===== src/rtl/column_output_demux_pkg.sv =====
// col_demux_pkg: shared types and helpers for column_output_demux.
//   state_e  : slot FSM states (IDLE, SLOT_A, SLOT_B)
//   inf_time : all-ones "never fired" time code for a given time width
package col_demux_pkg;

  typedef enum logic [1:0] {
    IDLE   = 2'd0,
    SLOT_A = 2'd1,
    SLOT_B = 2'd2
  } state_e;

  // Returned as 32 bits; callers keep the low tw bits.
  function automatic logic [31:0] inf_time(input int unsigned tw);
    if (tw >= 32) begin
      return 32'hFFFF_FFFF;
    end
    return (32'd1 << tw) - 32'd1;
  endfunction

endpackage


===== src/rtl/first_spike_capture.sv =====
// first_spike_capture: per-slot bank recording the first spike time of each of Q neurons.
//   clk, rst_n : clock, asynchronous active-low reset
//   clear      : reset the bank to time INF / not fired (slot opening cycle)
//   en         : slot is active this cycle; spikes are captured at time t
//   t          : current slot time
//   spikes     : Q one-cycle spike pulses
//   times      : captured times, neuron i at [i*TW +: TW] (INF if not fired)
//   fired      : neuron has spiked in this slot
module first_spike_capture
  import col_demux_pkg::*;
#(
  parameter int unsigned Q  = 8,
  parameter int unsigned TW = 4
) (
  input  logic            clk,
  input  logic            rst_n,
  input  logic            clear,
  input  logic            en,
  input  logic [TW-1:0]   t,
  input  logic [Q-1:0]    spikes,
  output logic [Q*TW-1:0] times,
  output logic [Q-1:0]    fired
);

  localparam logic [31:0]   InfFull = inf_time(TW);
  localparam logic [TW-1:0] Inf     = InfFull[TW-1:0];

  logic [Q*TW-1:0] times_q, times_d;
  logic [Q-1:0]    fired_q, fired_d;

  always_comb begin
    times_d = times_q;
    fired_d = fired_q;
    // Clear first so a spike on the opening cycle lands in the fresh bank at t = 0.
    if (clear) begin
      times_d = {Q{Inf}};
      fired_d = '0;
    end
    if (en) begin
      for (int i = 0; i < Q; i++) begin
        if (spikes[i] && !fired_d[i]) begin
          times_d[i*TW +: TW] = t;
          fired_d[i]          = 1'b1;
        end
      end
    end
  end

  always_ff @(posedge clk or negedge rst_n) begin
    if (!rst_n) begin
      times_q <= {Q{Inf}};
      fired_q <= '0;
    end else begin
      times_q <= times_d;
      fired_q <= fired_d;
    end
  end

  assign times = times_q;
  assign fired = fired_q;

endmodule


===== src/rtl/column_output_demux.sv =====
// column_output_demux: splits multiplexed column spikes into slot-A / slot-B first-spike
// times per gamma cycle and publishes both through a valid/ready output register.
//   clk, rst_n        : clock, asynchronous active-low reset
//   grst              : gamma level (high = slot A, low = slot B)
//   col_spike         : Q one-cycle column spikes
//   out_ready         : consumer accepts result
//   out_valid         : output registers hold a published result
//   a_time, b_time    : first-spike times, neuron i at [i*TW +: TW]
//   a_fired, b_fired  : neuron spiked in slot
//   overflow          : one-cycle pulse when a new result is dropped
//   ovf_count         : saturating overflow count (only with COLUMN_DEMUX_OVF_CNT_EN)
module column_output_demux
  import col_demux_pkg::*;
#(
  parameter int unsigned Q           = 8,
  parameter int unsigned SLOT_CYCLES = 8,
  localparam int unsigned TW         = $clog2(SLOT_CYCLES) + 1
) (
  input  logic            clk,
  input  logic            rst_n,
  input  logic            grst,
  input  logic [Q-1:0]    col_spike,
  input  logic            out_ready,
  output logic            out_valid,
  output logic [Q*TW-1:0] a_time,
  output logic [Q*TW-1:0] b_time,
  output logic [Q-1:0]    a_fired,
  output logic [Q-1:0]    b_fired,
  output logic            overflow
`ifdef COLUMN_DEMUX_OVF_CNT_EN
  ,
  output logic [7:0]      ovf_count
`endif
);

  localparam logic [TW-1:0] TMax = TW'(SLOT_CYCLES - 1);

  state_e          state_q, state_d;
  logic            grst_q;
  logic [TW-1:0]   t_q, t_d, t_now;
  logic            rise, fall, open_a, open_b, publish;

  logic [Q*TW-1:0] bank_a_times, bank_b_times;
  logic [Q-1:0]    bank_a_fired, bank_b_fired;

  logic            out_valid_q, out_valid_d;
  logic            overflow_q, overflow_d;
  logic [Q*TW-1:0] a_time_q, a_time_d, b_time_q, b_time_d;
  logic [Q-1:0]    a_fired_q, a_fired_d, b_fired_q, b_fired_d;

  always_comb begin
    rise = grst & ~grst_q;
    fall = ~grst & grst_q;

    state_d = state_q;
    unique case (state_q)
      IDLE:    if (rise) state_d = SLOT_A;
      SLOT_A:  if (fall) state_d = SLOT_B;
      SLOT_B:  if (rise) state_d = SLOT_A;
      default: state_d = IDLE;
    endcase

    open_a  = (state_d == SLOT_A) && (state_q != SLOT_A);
    open_b  = (state_d == SLOT_B) && (state_q != SLOT_B);
    publish = (state_q == SLOT_B) && (state_d == SLOT_A);

    // The edge cycle that opens a slot is time 0 of that slot.
    t_now = (open_a || open_b) ? '0 : t_q;
    if (state_d == IDLE) begin
      t_d = '0;
    end else if (t_now == TMax) begin
      t_d = TMax;
    end else begin
      t_d = t_now + 1'b1;
    end
  end

  always_ff @(posedge clk or negedge rst_n) begin
    if (!rst_n) begin
      state_q <= IDLE;
      grst_q  <= 1'b0;
      t_q     <= '0;
    end else begin
      state_q <= state_d;
      grst_q  <= grst;
      t_q     <= t_d;
    end
  end

  // Enables follow the slot active this cycle, so edge-cycle spikes go to the new slot.
  first_spike_capture #(
    .Q  (Q),
    .TW (TW)
  ) u_bank_a (
    .clk    (clk),
    .rst_n  (rst_n),
    .clear  (open_a),
    .en     (state_d == SLOT_A),
    .t      (t_now),
    .spikes (col_spike),
    .times  (bank_a_times),
    .fired  (bank_a_fired)
  );

  first_spike_capture #(
    .Q  (Q),
    .TW (TW)
  ) u_bank_b (
    .clk    (clk),
    .rst_n  (rst_n),
    .clear  (open_b),
    .en     (state_d == SLOT_B),
    .t      (t_now),
    .spikes (col_spike),
    .times  (bank_b_times),
    .fired  (bank_b_fired)
  );

  always_comb begin
    out_valid_d = out_valid_q;
    overflow_d  = 1'b0;
    a_time_d    = a_time_q;
    b_time_d    = b_time_q;
    a_fired_d   = a_fired_q;
    b_fired_d   = b_fired_q;
    if (out_valid_q && out_ready) begin
      out_valid_d = 1'b0;
    end
    if (publish) begin
      // Bank outputs are registered, so they still show the gamma just finished.
      if (!out_valid_q || out_ready) begin
        out_valid_d = 1'b1;
        a_time_d    = bank_a_times;
        b_time_d    = bank_b_times;
        a_fired_d   = bank_a_fired;
        b_fired_d   = bank_b_fired;
      end else begin
        overflow_d = 1'b1;
      end
    end
  end

  always_ff @(posedge clk or negedge rst_n) begin
    if (!rst_n) begin
      out_valid_q <= 1'b0;
      overflow_q  <= 1'b0;
      a_time_q    <= '0;
      b_time_q    <= '0;
      a_fired_q   <= '0;
      b_fired_q   <= '0;
    end else begin
      out_valid_q <= out_valid_d;
      overflow_q  <= overflow_d;
      a_time_q    <= a_time_d;
      b_time_q    <= b_time_d;
      a_fired_q   <= a_fired_d;
      b_fired_q   <= b_fired_d;
    end
  end

  assign out_valid = out_valid_q;
  assign overflow  = overflow_q;
  assign a_time    = a_time_q;
  assign b_time    = b_time_q;
  assign a_fired   = a_fired_q;
  assign b_fired   = b_fired_q;

`ifdef COLUMN_DEMUX_OVF_CNT_EN
  logic [7:0] ovf_cnt_q, ovf_cnt_d;

  always_comb begin
    ovf_cnt_d = ovf_cnt_q;
    if (overflow_d && (ovf_cnt_q != 8'hFF)) begin
      ovf_cnt_d = ovf_cnt_q + 8'd1;
    end
  end

  always_ff @(posedge clk or negedge rst_n) begin
    if (!rst_n) begin
      ovf_cnt_q <= 8'd0;
    end else begin
      ovf_cnt_q <= ovf_cnt_d;
    end
  end

  assign ovf_count = ovf_cnt_q;
`endif

endmodule


===== config.mk =====
export PLATFORM = sky130hd
export DESIGN_NAME = column_output_demux
export DESIGN_NICKNAME = d
export VERILOG_FILES = /design/src/rtl/column_output_demux_pkg.sv /design/src/rtl/first_spike_capture.sv /design/src/rtl/column_output_demux.sv
export SDC_FILE = /design/constraint.sdc
export NUM_CORES = 1
export LEC_CHECK = 0
export CAP_MARGIN = 5
export CORE_AREA = 2 2 116 118
export CTS_CLUSTER_DIAMETER = 40
export DETAILED_ROUTE_END_ITERATION = 12
export DIE_AREA = 0 0 118 120
export PLACE_DENSITY_LB_ADDON = 0.25
export RECOVER_POWER = 25
export SETUP_SLACK_MARGIN = 0.1
export SLEW_MARGIN = 25
export SYNTH_ARGS = -nofsm -noshare
export SYNTH_HDL_FRONTEND = slang
export SYNTH_SLANG_ARGS = --single-unit

===== constraint.sdc =====
create_clock -name clk -period 2.7 [get_ports clk]
set_clock_uncertainty 0.05 [all_clocks]
set_input_delay 0.27 -clock clk [delete_from_list [all_inputs] [get_ports clk]]
set_output_delay 0.27 -clock clk [all_outputs]
set_load 0.02 [all_outputs]

==> flow_summary.html, run 1 <==
<table>
<tr><th>Metric</th><th>Value</th></tr>
<tr><th colspan="2">Route</th></tr>
<tr><td>Drt pass-1 iters</td><td>4</td></tr>
<tr><td>Detailed-route wire length</td><td>14,430 um</td></tr>
<tr><td>DR iter-0 viols</td><td>266</td></tr>
<tr><td>Average detailed-routed wire length per instance</td><td>18.27 um</td></tr>
<tr><td>Via count</td><td>4,315</td></tr>
<tr><td>Remaining DRCs</td><td>0</td></tr>
<tr><td>Post-detailed-route via-to-cell ratio</td><td>5.462</td></tr>
<tr><td>Post-route antenna net violation count</td><td>0</td></tr>
<tr><th colspan="2">Worst hold path</th></tr>
<tr><td>Worst Hold Endpoint</td><td>b_time[16]</td></tr>
<tr><td>Kind of path behind the tightest hold check</td><td>flip-flop to flip-flop</td></tr>
<tr><td>Depth of the worst hold-timing path</td><td>1</td></tr>
<tr><td>Worst Hold Launch</td><td>b_time[16]</td></tr>
<tr><th colspan="2">STA</th></tr>
<tr><td>Part of the cycle the worst path needs</td><td>0.8283</td></tr>
<tr><td>Actual transition at the worst max-transition pin</td><td>1.273 ns</td></tr>
<tr><td>Final setup viols</td><td>0</td></tr>
<tr><td>Hold slack</td><td>0.4534 ns</td></tr>
<tr><td>Setup TNS</td><td>0 ns</td></tr>
<tr><td>Number of max-slew violations in the final report</td><td>0</td></tr>
<tr><td>Min Clock Period, post-route</td><td>2.236 ns</td></tr>
<tr><td>Achievable clock frequency</td><td>0.4472 GHz</td></tr>
<tr><td>Setup repair after global routing missed its margin</td><td>no</td></tr>
<tr><td>Rel. slew slack</td><td>0.1512</td></tr>
<tr><td>Final Hold Violating Endpoints</td><td>0</td></tr>
<tr><th colspan="2">Power and ir drop</th></tr>
<tr><td>Net switching component of the power</td><td>0.003521 W</td></tr>
<tr><td>Internal Dissipation</td><td>0.007329 W</td></tr>
<tr><td>Part of the total power dissipated in combinational logic</td><td>0.351</td></tr>
<tr><td>Leak</td><td>3.955 nW</td></tr>
<tr><td>Pwr/cell area</td><td>1257 nW/um^2</td></tr>
<tr><td>Switching share of total power</td><td>0.3245</td></tr>
<tr><td>Highest ir drop seen on vdd</td><td>0.5416 mV</td></tr>
<tr><td>Sequential share of power</td><td>0.445</td></tr>
<tr><td>Clock network power share</td><td>0.205</td></tr>
<tr><th colspan="2">Worst setup path</th></tr>
<tr><td>Crit. End Element</td><td>flip-flop</td></tr>
<tr><td>Logic depth of the worst register-to-register path</td><td>4</td></tr>
<tr><td>WS Path Type</td><td>flip-flop to flip-flop</td></tr>
<tr><td>Reg2reg end</td><td>u_bank_b.times[26]</td></tr>
<tr><td>Required time reported for the critical path endpoint</td><td>2.98 ns</td></tr>
<tr><td>Maximum net fanout on the critical path</td><td>42</td></tr>
<tr><td>CP Launch Type</td><td>flip-flop</td></tr>
<tr><td>Arrival @ worst endpoint</td><td>2.52 ns</td></tr>
<tr><td>RR Startpoint</td><td>state_q[1]</td></tr>
<tr><td>Reg2Reg Setup Slack</td><td>0.46 ns</td></tr>
<tr><th colspan="2">Layout</th></tr>
<tr><td>Synth-to-Final Area Change</td><td>24.27%</td></tr>
<tr><td>Non-Filler Instances</td><td>790</td></tr>
<tr><td>Layout cell share with drive strength beyond 1</td><td>0.3225</td></tr>
<tr><td>Final design instance area without fill</td><td>8630 sq um</td></tr>
<tr><td>Core utilization of the finished layout</td><td>0.6648</td></tr>
<tr><td>N_diodes</td><td>0</td></tr>
<tr><td>Layout Nets</td><td>614</td></tr>
<tr><td>Layout filler cell count</td><td>993</td></tr>
<tr><th colspan="2">CTS</th></tr>
<tr><td>Hold_buf cts</td><td>1</td></tr>
<tr><td>Clock input transition at the sequential cells of the worst setup and hold paths</td><td>0.06 ns</td></tr>
<tr><td># clock sinks</td><td>169</td></tr>
<tr><td>CTS tree</td><td>built</td></tr>
<tr><td>CTS Buffer Depth</td><td>2</td></tr>
<tr><td>Buffer cell driving the clock tree root</td><td>sky130_fd_sc_hd__clkbuf_16</td></tr>
<tr><td>Post-CTS Repair Setup Buffers</td><td>0</td></tr>
<tr><td>Clock buffer count from CTS</td><td>17</td></tr>
<tr><td>Latest clock arrival within the worst-skew pair</td><td>0.42 ns</td></tr>
<tr><td>H-Tree Level Count</td><td>4</td></tr>
<tr><td>Post_cts resized</td><td>0</td></tr>
<tr><th colspan="2">Synth</th></tr>
<tr><td>Yosys synthesis warning count</td><td>0</td></tr>
<tr><td>Mean cell area of the mapped netlist</td><td>13.72 sq um</td></tr>
<tr><td>Cell type contributing the most total cell area after synthesis</td><td>sky130_fd_sc_hd__dfrtp_1</td></tr>
<tr><td>Cells after Synth</td><td>506</td></tr>
<tr><td>Share of flip-flops with an asynchronous set or reset after synthesis</td><td>1.000</td></tr>
<tr><td>Main area contributors after synthesis</td><td>sky130_fd_sc_hd__dfrtp_1 38%, sky130_fd_sc_hd__dfstp_2 24%, sky130_fd_sc_hd__mux2_2 13%, sky130_fd_sc_hd__mux2i_1 9.4%, sky130_fd_sc_hd__nor2_1 3.6%</td></tr>
<tr><td>Net count after synthesis</td><td>519</td></tr>
<tr><td>Part of the Yosys area used for sequential elements</td><td>0.6205</td></tr>
<tr><td>Register bit count reported by yosys</td><td>169</td></tr>
<tr><td>Share of Yosys cell area claimed by the top area cell type</td><td>0.3784</td></tr>
<tr><td>Most common flop cell mapped by yosys</td><td>sky130_fd_sc_hd__dfrtp_1</td></tr>
<tr><td>Unique masters post-synth</td><td>36</td></tr>
<tr><td>Summed instance area of the synthesized netlist</td><td>6944 sq um</td></tr>
<tr><td>Number of enable flip-flop cells after synthesis</td><td>0</td></tr>
<tr><th colspan="2">Placed design</th></tr>
<tr><td>PortBufs</td><td>93</td></tr>
<tr><td>Post-Place Cell Area</td><td>8084 sq um</td></tr>
<tr><td>Final HPWL DP</td><td>9792 um</td></tr>
<tr><td>Cell total after placement</td><td>757</td></tr>
<tr><td>Global placement routability congestion</td><td>0.8189</td></tr>
<tr><th colspan="2">Floorplanning</th></tr>
<tr><td>Die W</td><td>118 um</td></tr>
<tr><td>Count of boundary I/O pins</td><td>94</td></tr>
<tr><td>Floorplan core area</td><td>12,980 sq um</td></tr>
<tr><td>Initial cell density of the core</td><td>0.5350</td></tr>
<tr><td>Total number of placement rows</td><td>42</td></tr>
<tr><td>Die height</td><td>120 um</td></tr>
<tr><td>Total die area</td><td>14,160 sq um</td></tr>
<tr><th colspan="2">Global routing</th></tr>
<tr><td>Global-route wire length before repair</td><td>23,670 um</td></tr>
<tr><td>Number of antenna violations at the first check in global routing</td><td>0</td></tr>
<tr><td>Maximum number of pins on one net before global-route repair</td><td>108</td></tr>
<tr><td>Overall routing resource usage</td><td>0.2147</td></tr>
<tr><td>Via count of the first global-routing pass</td><td>4,565</td></tr>
<tr><td>Total overflow reported by the global router</td><td>0</td></tr>
<tr><th colspan="2">Flow run</th></tr>
<tr><td>Max-cap violations</td><td>0</td></tr>
<tr><th colspan="2">Outcome</th></tr>
<tr><td>Run status</td><td>completed</td></tr>
</table>
-- per-layer routing --
layer / part of all wire / vias to the layer above / track usage
met1: 0.44 / 2240 / 0.2737
li1: - / 1973 / -
met2: 0.52 / 91 / 0.3688
met3: 0.035 / 11 / 0.05323
met5: 0 / - / 0
met4: 0.010 / 0 / 0.05648
-- cell type report --
| class | instances | area [sq um] | area share |
|---|---|---|---|
| Clock buffer | 23 | 467.9 | 0.05423 |
| Multi-Input combinational cell | 303 | 2496 | 0.2893 |
| Tap cell | 176 | 220.2 | 0.02552 |
| Sequential cell | 169 | 4309 | 0.4993 |
| Clock inverter | 9 | 75.07 | 0.008699 |
| Timing Repair Buffer | 105 | 1042 | 0.1208 |
| Inverter | 5 | 18.77 | 0.002175 |
-- logic make-up (layout without fill, tap and decap cells) --
| family | Yosys count | after routing | share of synthesized area |
|---|---|---|---|
| AO/OA/AOI/OAI | 47 | 47 | 0.05946 |
| adder cells (fa/ha/maj) | 1 | 1 | 0.001802 |
| buffers and inverters | 34 | 142 | 0.02396 |
| flip-flops | 169 | 169 | 0.6205 |
| multiplexers | 145 | 145 | 0.2234 |
| AND/OR/NAND/NOR | 110 | 110 | 0.07081 |
-- cell usage in the layout, fill, tap and decap left out, types with 6 or more instances in the layout --
cell	Yosys	routed
sky130_fd_sc_hd__nand2_1	8	8
sky130_fd_sc_hd__o21ai_1	9	9
sky130_fd_sc_hd__mux2_2	80	80
sky130_fd_sc_hd__nor3_1	19	19
sky130_fd_sc_hd__buf_4	0	9
sky130_fd_sc_hd__dfrtp_1	105	105
sky130_fd_sc_hd__nor2_1	67	67
sky130_fd_sc_hd__clkbuf_16	0	17
sky130_fd_sc_hd__dfstp_2	64	64
sky130_fd_sc_hd__clkinv_2	0	6
sky130_fd_sc_hd__mux2i_1	65	65
sky130_fd_sc_hd__a22o_1	16	16
sky130_fd_sc_hd__clkdlybuf4s50_1	0	91
sky130_fd_sc_hd__a211oi_1	8	8
-- registers in the layout, summed over array words and instances (netlist names) --
signal and flops:
a_time 32, b_time 32, u_bank_a.times 32, u_bank_b.times 32
a_fired 8, b_fired 8, u_bank_a.fired 8, u_bank_b.fired 8
t_q 4, state_q 2, grst_q 1, out_valid 1
overflow 1
-- power by group through the flow --
stage / clock, W / sequential (W) / combinational (W)
finish: 0.00222 / 0.00482 / 0.00380
global route: 0.00236 / 0.00498 / 0.00406
CTS: 0.00227 / 0.00484 / 0.00385
detailed placement: 0 / 0.00487 / 0.00382
global placement: 0 / 0.00481 / 0.00369
floorplan: 0 / 0.00534 / 0.00149
-- per-stage QoR --
| step | setup slack [ns] | power (W) |
|---|---|---|
| floorplan | 0.5044 | 0.006828 |
| global placement | 0.3048 | 0.008506 |
| detailed placement | 0.2287 | 0.008690 |
| CTS | 0.5007 | 0.01096 |
| global route | 0.3312 | 0.01141 |
| finish | 0.4637 | 0.01085 |
-- how the worst max path moves through the flow --
stage	startpoint	endpoint	slack (ns)	cells past startpoint
final	state_q[1]	u_bank_b.times[26]	0.46	4
after global routing	state_q[1]	t_q[1]	0.33	9
after CTS	state_q[1]	u_bank_b.times[26]	0.50	4
after detailed placement	grst	u_bank_a.times[11]	0.23	5
after global placement	grst	u_bank_a.times[9]	0.30	5
after floorplan	state_q[0]	t_q[2]	0.50	9
-- Yosys cell counts (2+ instances only) --
| cell | count |
|---|---|
| sky130_fd_sc_hd__a211oi_1 | 8 |
| sky130_fd_sc_hd__nor3_1 | 19 |
| sky130_fd_sc_hd__o31ai_4 | 3 |
| sky130_fd_sc_hd__inv_1 | 2 |
| sky130_fd_sc_hd__inv_2 | 2 |
| sky130_fd_sc_hd__nand2_1 | 8 |
| sky130_fd_sc_hd__buf_2 | 25 |
| sky130_fd_sc_hd__mux2i_1 | 65 |
| sky130_fd_sc_hd__a22o_1 | 16 |
| sky130_fd_sc_hd__nand3_1 | 3 |
| sky130_fd_sc_hd__mux2_2 | 80 |
| sky130_fd_sc_hd__o31ai_2 | 5 |
| sky130_fd_sc_hd__o21ai_1 | 9 |
| sky130_fd_sc_hd__nand2b_1 | 4 |
| sky130_fd_sc_hd__dfrtp_1 | 105 |
| sky130_fd_sc_hd__buf_1 | 2 |
| sky130_fd_sc_hd__nor2_1 | 67 |
| sky130_fd_sc_hd__dfstp_2 | 64 |
| sky130_fd_sc_hd__nor2b_1 | 2 |
-- worst max-delay path, stage by stage (launching register included) --
cell and delay (ns):
sky130_fd_sc_hd__dfrtp_1 0.83, sky130_fd_sc_hd__nor4bb_4 0.11, sky130_fd_sc_hd__buf_4 0.29, sky130_fd_sc_hd__o21ai_1 0.56, sky130_fd_sc_hd__mux2i_1 0.29
No activity file was read; power rests on OpenSTA's default activity.
==> inputs of run 2 (changes only) <==
==> constraint.sdc (replaced) <==
create_clock -name clk -period 2.34 [get_ports clk]
set_clock_uncertainty 0.05 [all_clocks]
set_input_delay 0.234 -clock clk [delete_from_list [all_inputs] [get_ports clk]]
set_output_delay 0.234 -clock clk [all_outputs]
set_load 0.02 [all_outputs]
==> run 2 against run 1 <==
- die area is the same
- sequential share of layout area down 0.66 points
- power up 20%
- non-clock buffer count rose by 2
- utilization rose by 0.92 points
- first-iteration DRC count down 11%
- hold slack worse by 0.00059 ns
- routed wire length grew 1.7%
- combinational power grew 16%
- clock power is 35% higher
- count of clock-buffer cells in the layout is 3 higher
- final cell count increased by 0.25%
- largest power group unchanged
- highest routed layer unchanged
==> flow_summary.html, run 2 (same netlist as run 1, synthesis figures left out) <==
<table>
<tr><th>Metric</th><th>Value</th></tr>
<tr><th colspan="2">CTS</th></tr>
<tr><td>Buffer cell driving the clock tree root</td><td>sky130_fd_sc_hd__clkbuf_16</td></tr>
<tr><td># clock sinks</td><td>169</td></tr>
<tr><td>Latest clock arrival within the worst-skew pair</td><td>0.42 ns</td></tr>
<tr><td>CTS Buffer Depth</td><td>2</td></tr>
<tr><td>Clock buffer count from CTS</td><td>17</td></tr>
<tr><td>CTS tree</td><td>built</td></tr>
<tr><td>H-Tree Level Count</td><td>4</td></tr>
<tr><td>Clock input transition at the sequential cells of the worst setup and hold paths</td><td>0.06 ns</td></tr>
<tr><th colspan="2">Power and ir drop</th></tr>
<tr><td>Leak</td><td>4.005 nW</td></tr>
<tr><td>Net switching component of the power</td><td>0.004112 W</td></tr>
<tr><td>Internal Dissipation</td><td>0.008875 W</td></tr>
<tr><td>Sequential share of power</td><td>0.429</td></tr>
<tr><td>Part of the total power dissipated in combinational logic</td><td>0.340</td></tr>
<tr><td>Switching share of total power</td><td>0.3166</td></tr>
<tr><td>Clock network power share</td><td>0.231</td></tr>
<tr><td>Pwr/cell area</td><td>1484 nW/um^2</td></tr>
<tr><td>Highest ir drop seen on vdd</td><td>0.7697 mV</td></tr>
<tr><th colspan="2">Floorplanning</th></tr>
<tr><td>Count of boundary I/O pins</td><td>94</td></tr>
<tr><td>Total die area</td><td>14,160 sq um</td></tr>
<tr><td>Initial cell density of the core</td><td>0.5350</td></tr>
<tr><td>Floorplan core area</td><td>12,980 sq um</td></tr>
<tr><td>Total number of placement rows</td><td>42</td></tr>
<tr><td>Die W</td><td>118 um</td></tr>
<tr><td>Die height</td><td>120 um</td></tr>
<tr><th colspan="2">Global routing</th></tr>
<tr><td>Maximum number of pins on one net before global-route repair</td><td>81</td></tr>
<tr><td>Global-route wire length before repair</td><td>24,180 um</td></tr>
<tr><td>Via count of the first global-routing pass</td><td>4,590</td></tr>
<tr><td>Number of antenna violations at the first check in global routing</td><td>0</td></tr>
<tr><td>Overall routing resource usage</td><td>0.2205</td></tr>
<tr><td>Total overflow reported by the global router</td><td>0</td></tr>
<tr><th colspan="2">Placed design</th></tr>
<tr><td>PortBufs</td><td>93</td></tr>
<tr><td>Final HPWL DP</td><td>9640 um</td></tr>
<tr><td>Global placement routability congestion</td><td>0.8102</td></tr>
<tr><td>Post-Place Cell Area</td><td>8124 sq um</td></tr>
<tr><th colspan="2">Worst setup path</th></tr>
<tr><td>Arrival @ worst endpoint</td><td>2.39 ns</td></tr>
<tr><td>Reg2reg end</td><td>u_bank_b.times[25]</td></tr>
<tr><td>CP Launch Type</td><td>input port</td></tr>
<tr><td>Maximum net fanout on the critical path</td><td>14</td></tr>
<tr><td>RR Startpoint</td><td>state_q[0]</td></tr>
<tr><td>Crit. End Element</td><td>flip-flop</td></tr>
<tr><td>WS Path Type</td><td>input port to flip-flop</td></tr>
<tr><td>Start point of the critical path</td><td>grst</td></tr>
<tr><td>Required time reported for the critical path endpoint</td><td>2.63 ns</td></tr>
<tr><td>Reg2Reg Setup Slack</td><td>0.33 ns</td></tr>
<tr><td>Timing endpoint of the critical path</td><td>u_bank_a.times[21]</td></tr>
<tr><td>Logic depth of the worst register-to-register path</td><td>4</td></tr>
<tr><th colspan="2">Route</th></tr>
<tr><td>Post-detailed-route via-to-cell ratio</td><td>5.458</td></tr>
<tr><td>Drt pass-1 iters</td><td>4</td></tr>
<tr><td>Detailed-route wire length</td><td>14,670 um</td></tr>
<tr><td>Average detailed-routed wire length per instance</td><td>18.52 um</td></tr>
<tr><td>DR iter-0 viols</td><td>237</td></tr>
<tr><td>Via count</td><td>4,323</td></tr>
<tr><td>Remaining DRCs</td><td>0</td></tr>
<tr><td>Post-route antenna net violation count</td><td>0</td></tr>
<tr><th colspan="2">Layout</th></tr>
<tr><td>Layout Nets</td><td>616</td></tr>
<tr><td>Final design instance area without fill</td><td>8748 sq um</td></tr>
<tr><td>Most frequent cells in the layout</td><td>104 x sky130_fd_sc_hd__dfrtp_1, 92 x sky130_fd_sc_hd__clkdlybuf4s50_1, 80 x sky130_fd_sc_hd__mux2_2</td></tr>
<tr><td>Most common cell after layout, fill and taps aside</td><td>sky130_fd_sc_hd__dfrtp_1</td></tr>
<tr><td>Synth-to-Final Area Change</td><td>25.98%</td></tr>
<tr><td>Layout cell share with drive strength beyond 1</td><td>0.3231</td></tr>
<tr><td>N_diodes</td><td>0</td></tr>
<tr><th colspan="2">STA</th></tr>
<tr><td>Final Hold Violating Endpoints</td><td>0</td></tr>
<tr><td>Rel. slew slack</td><td>0.2061</td></tr>
<tr><td>Actual transition at the worst max-transition pin</td><td>1.191 ns</td></tr>
<tr><td>Number of max-slew violations in the final report</td><td>0</td></tr>
<tr><td>Setup repair after global routing missed its margin</td><td>no</td></tr>
<tr><td>Part of the cycle the worst path needs</td><td>0.8968</td></tr>
<tr><td>Min Clock Period, post-route</td><td>2.099 ns</td></tr>
<tr><td>Achievable clock frequency</td><td>0.4765 GHz</td></tr>
<tr><td>Setup TNS</td><td>0 ns</td></tr>
<tr><td>Final setup viols</td><td>0</td></tr>
<tr><th colspan="2">Flow run</th></tr>
<tr><td>Max-cap violations</td><td>0</td></tr>
<tr><th colspan="2">Worst hold path</th></tr>
<tr><td>Kind of path behind the tightest hold check</td><td>flip-flop to flip-flop</td></tr>
<tr><td>Worst Hold Launch</td><td>b_time[30]</td></tr>
<tr><th colspan="2">Outcome</th></tr>
<tr><td>Run status</td><td>completed</td></tr>
</table>
-- run 2: cell count changes in the layout (fill, tap and decap cells not counted) --
| cell | change |
|---|---|
| sky130_fd_sc_hd__clkinv_2 | -6 |
| sky130_fd_sc_hd__bufinv_16 | +3 |
| sky130_fd_sc_hd__dfrtp_1 | -1 |
| sky130_fd_sc_hd__buf_12 | +1 |
| sky130_fd_sc_hd__clkinvlp_4 | -1 |
| sky130_fd_sc_hd__clkinv_4 | +1 |
| sky130_fd_sc_hd__clkbuf_2 | +1 |
| sky130_fd_sc_hd__buf_6 | +1 |
| sky130_fd_sc_hd__clkbuf_1 | +2 |
| sky130_fd_sc_hd__clkdlybuf4s50_1 | +1 |
| sky130_fd_sc_hd__buf_4 | -2 |
| sky130_fd_sc_hd__dlygate4sd3_1 | -1 |
| sky130_fd_sc_hd__clkbuf_8 | +2 |
| sky130_fd_sc_hd__dfrtp_2 | +1 |
-- run 2: power groups by stage --
stage	registers (W)	logic, W	clock network [W]
after global routing	0.00577	0.00471	0.00316
after detailed placement	0.00562	0.00441	0
after floorplan	0.00616	0.00171	0
after global placement	0.00555	0.00430	0
after CTS	0.00560	0.00446	0.00303
final	0.00557	0.00441	0.00300
-- run 2: final cells by class --
cell class	instances	area [sq um]
inverter	5	18.77
tap	176	220.2
timing repair buffer	107	1067
fill	986	4232
sequential	169	4310
clock buffer	26	499.2
multi-input combinational	303	2496
clock inverter	6	136.4
-- run 2: timing repair --
action,4_1_cts,5_1_grt
hold buffers,1,0
gates resized for setup,0,1
hold endpoints to repair,20,0
setup endpoints to repair,0,13
buffers inserted,0,0
-- run 2: through the flow --
stage                     hold WS (ns)    util  std cells  power (W)  setup WS (ns)
after floorplan                -0.1116       -        506   0.007878         0.1444
after global placement          0.1404  0.6259        759   0.009851         0.1528
after detailed placement        0.1391  0.6259        759    0.01003        0.09282
after CTS                       0.2775  0.6756        792    0.01308         0.2085
after global routing            0.4688  0.6740        792    0.01364         0.1456
final                           0.4528  0.6740        792    0.01299         0.2415
-- run 2: routing by layer --
layer / part of all wire / GRT usage
met4: 0.019 / 0.07907
met2: 0.50 / 0.3641
met5: 0 / 0
met3: 0.034 / 0.04895
met1: 0.45 / 0.2894
-- run 2: how the worst min path moves through the flow --
| stage | end | cells after the start |
|---|---|---|
| finish | b_time[30] | 1 |
| floorplan | a_fired[0] | 0 |
| global route | a_time[13] | 1 |
| CTS | b_time[9] | 2 |
| detailed placement | b_time[9] | 1 |
| global placement | b_time[9] | 1 |
-- run 2: critical path: stages --
cell	delay (ns)
sky130_fd_sc_hd__clkdlybuf4s50_1	0.58
sky130_fd_sc_hd__clkbuf_1	0.52
sky130_fd_sc_hd__nand2_1	0.33
sky130_fd_sc_hd__nor3_1	0.36
sky130_fd_sc_hd__o31ai_4	0.15
sky130_fd_sc_hd__mux2i_1	0.20
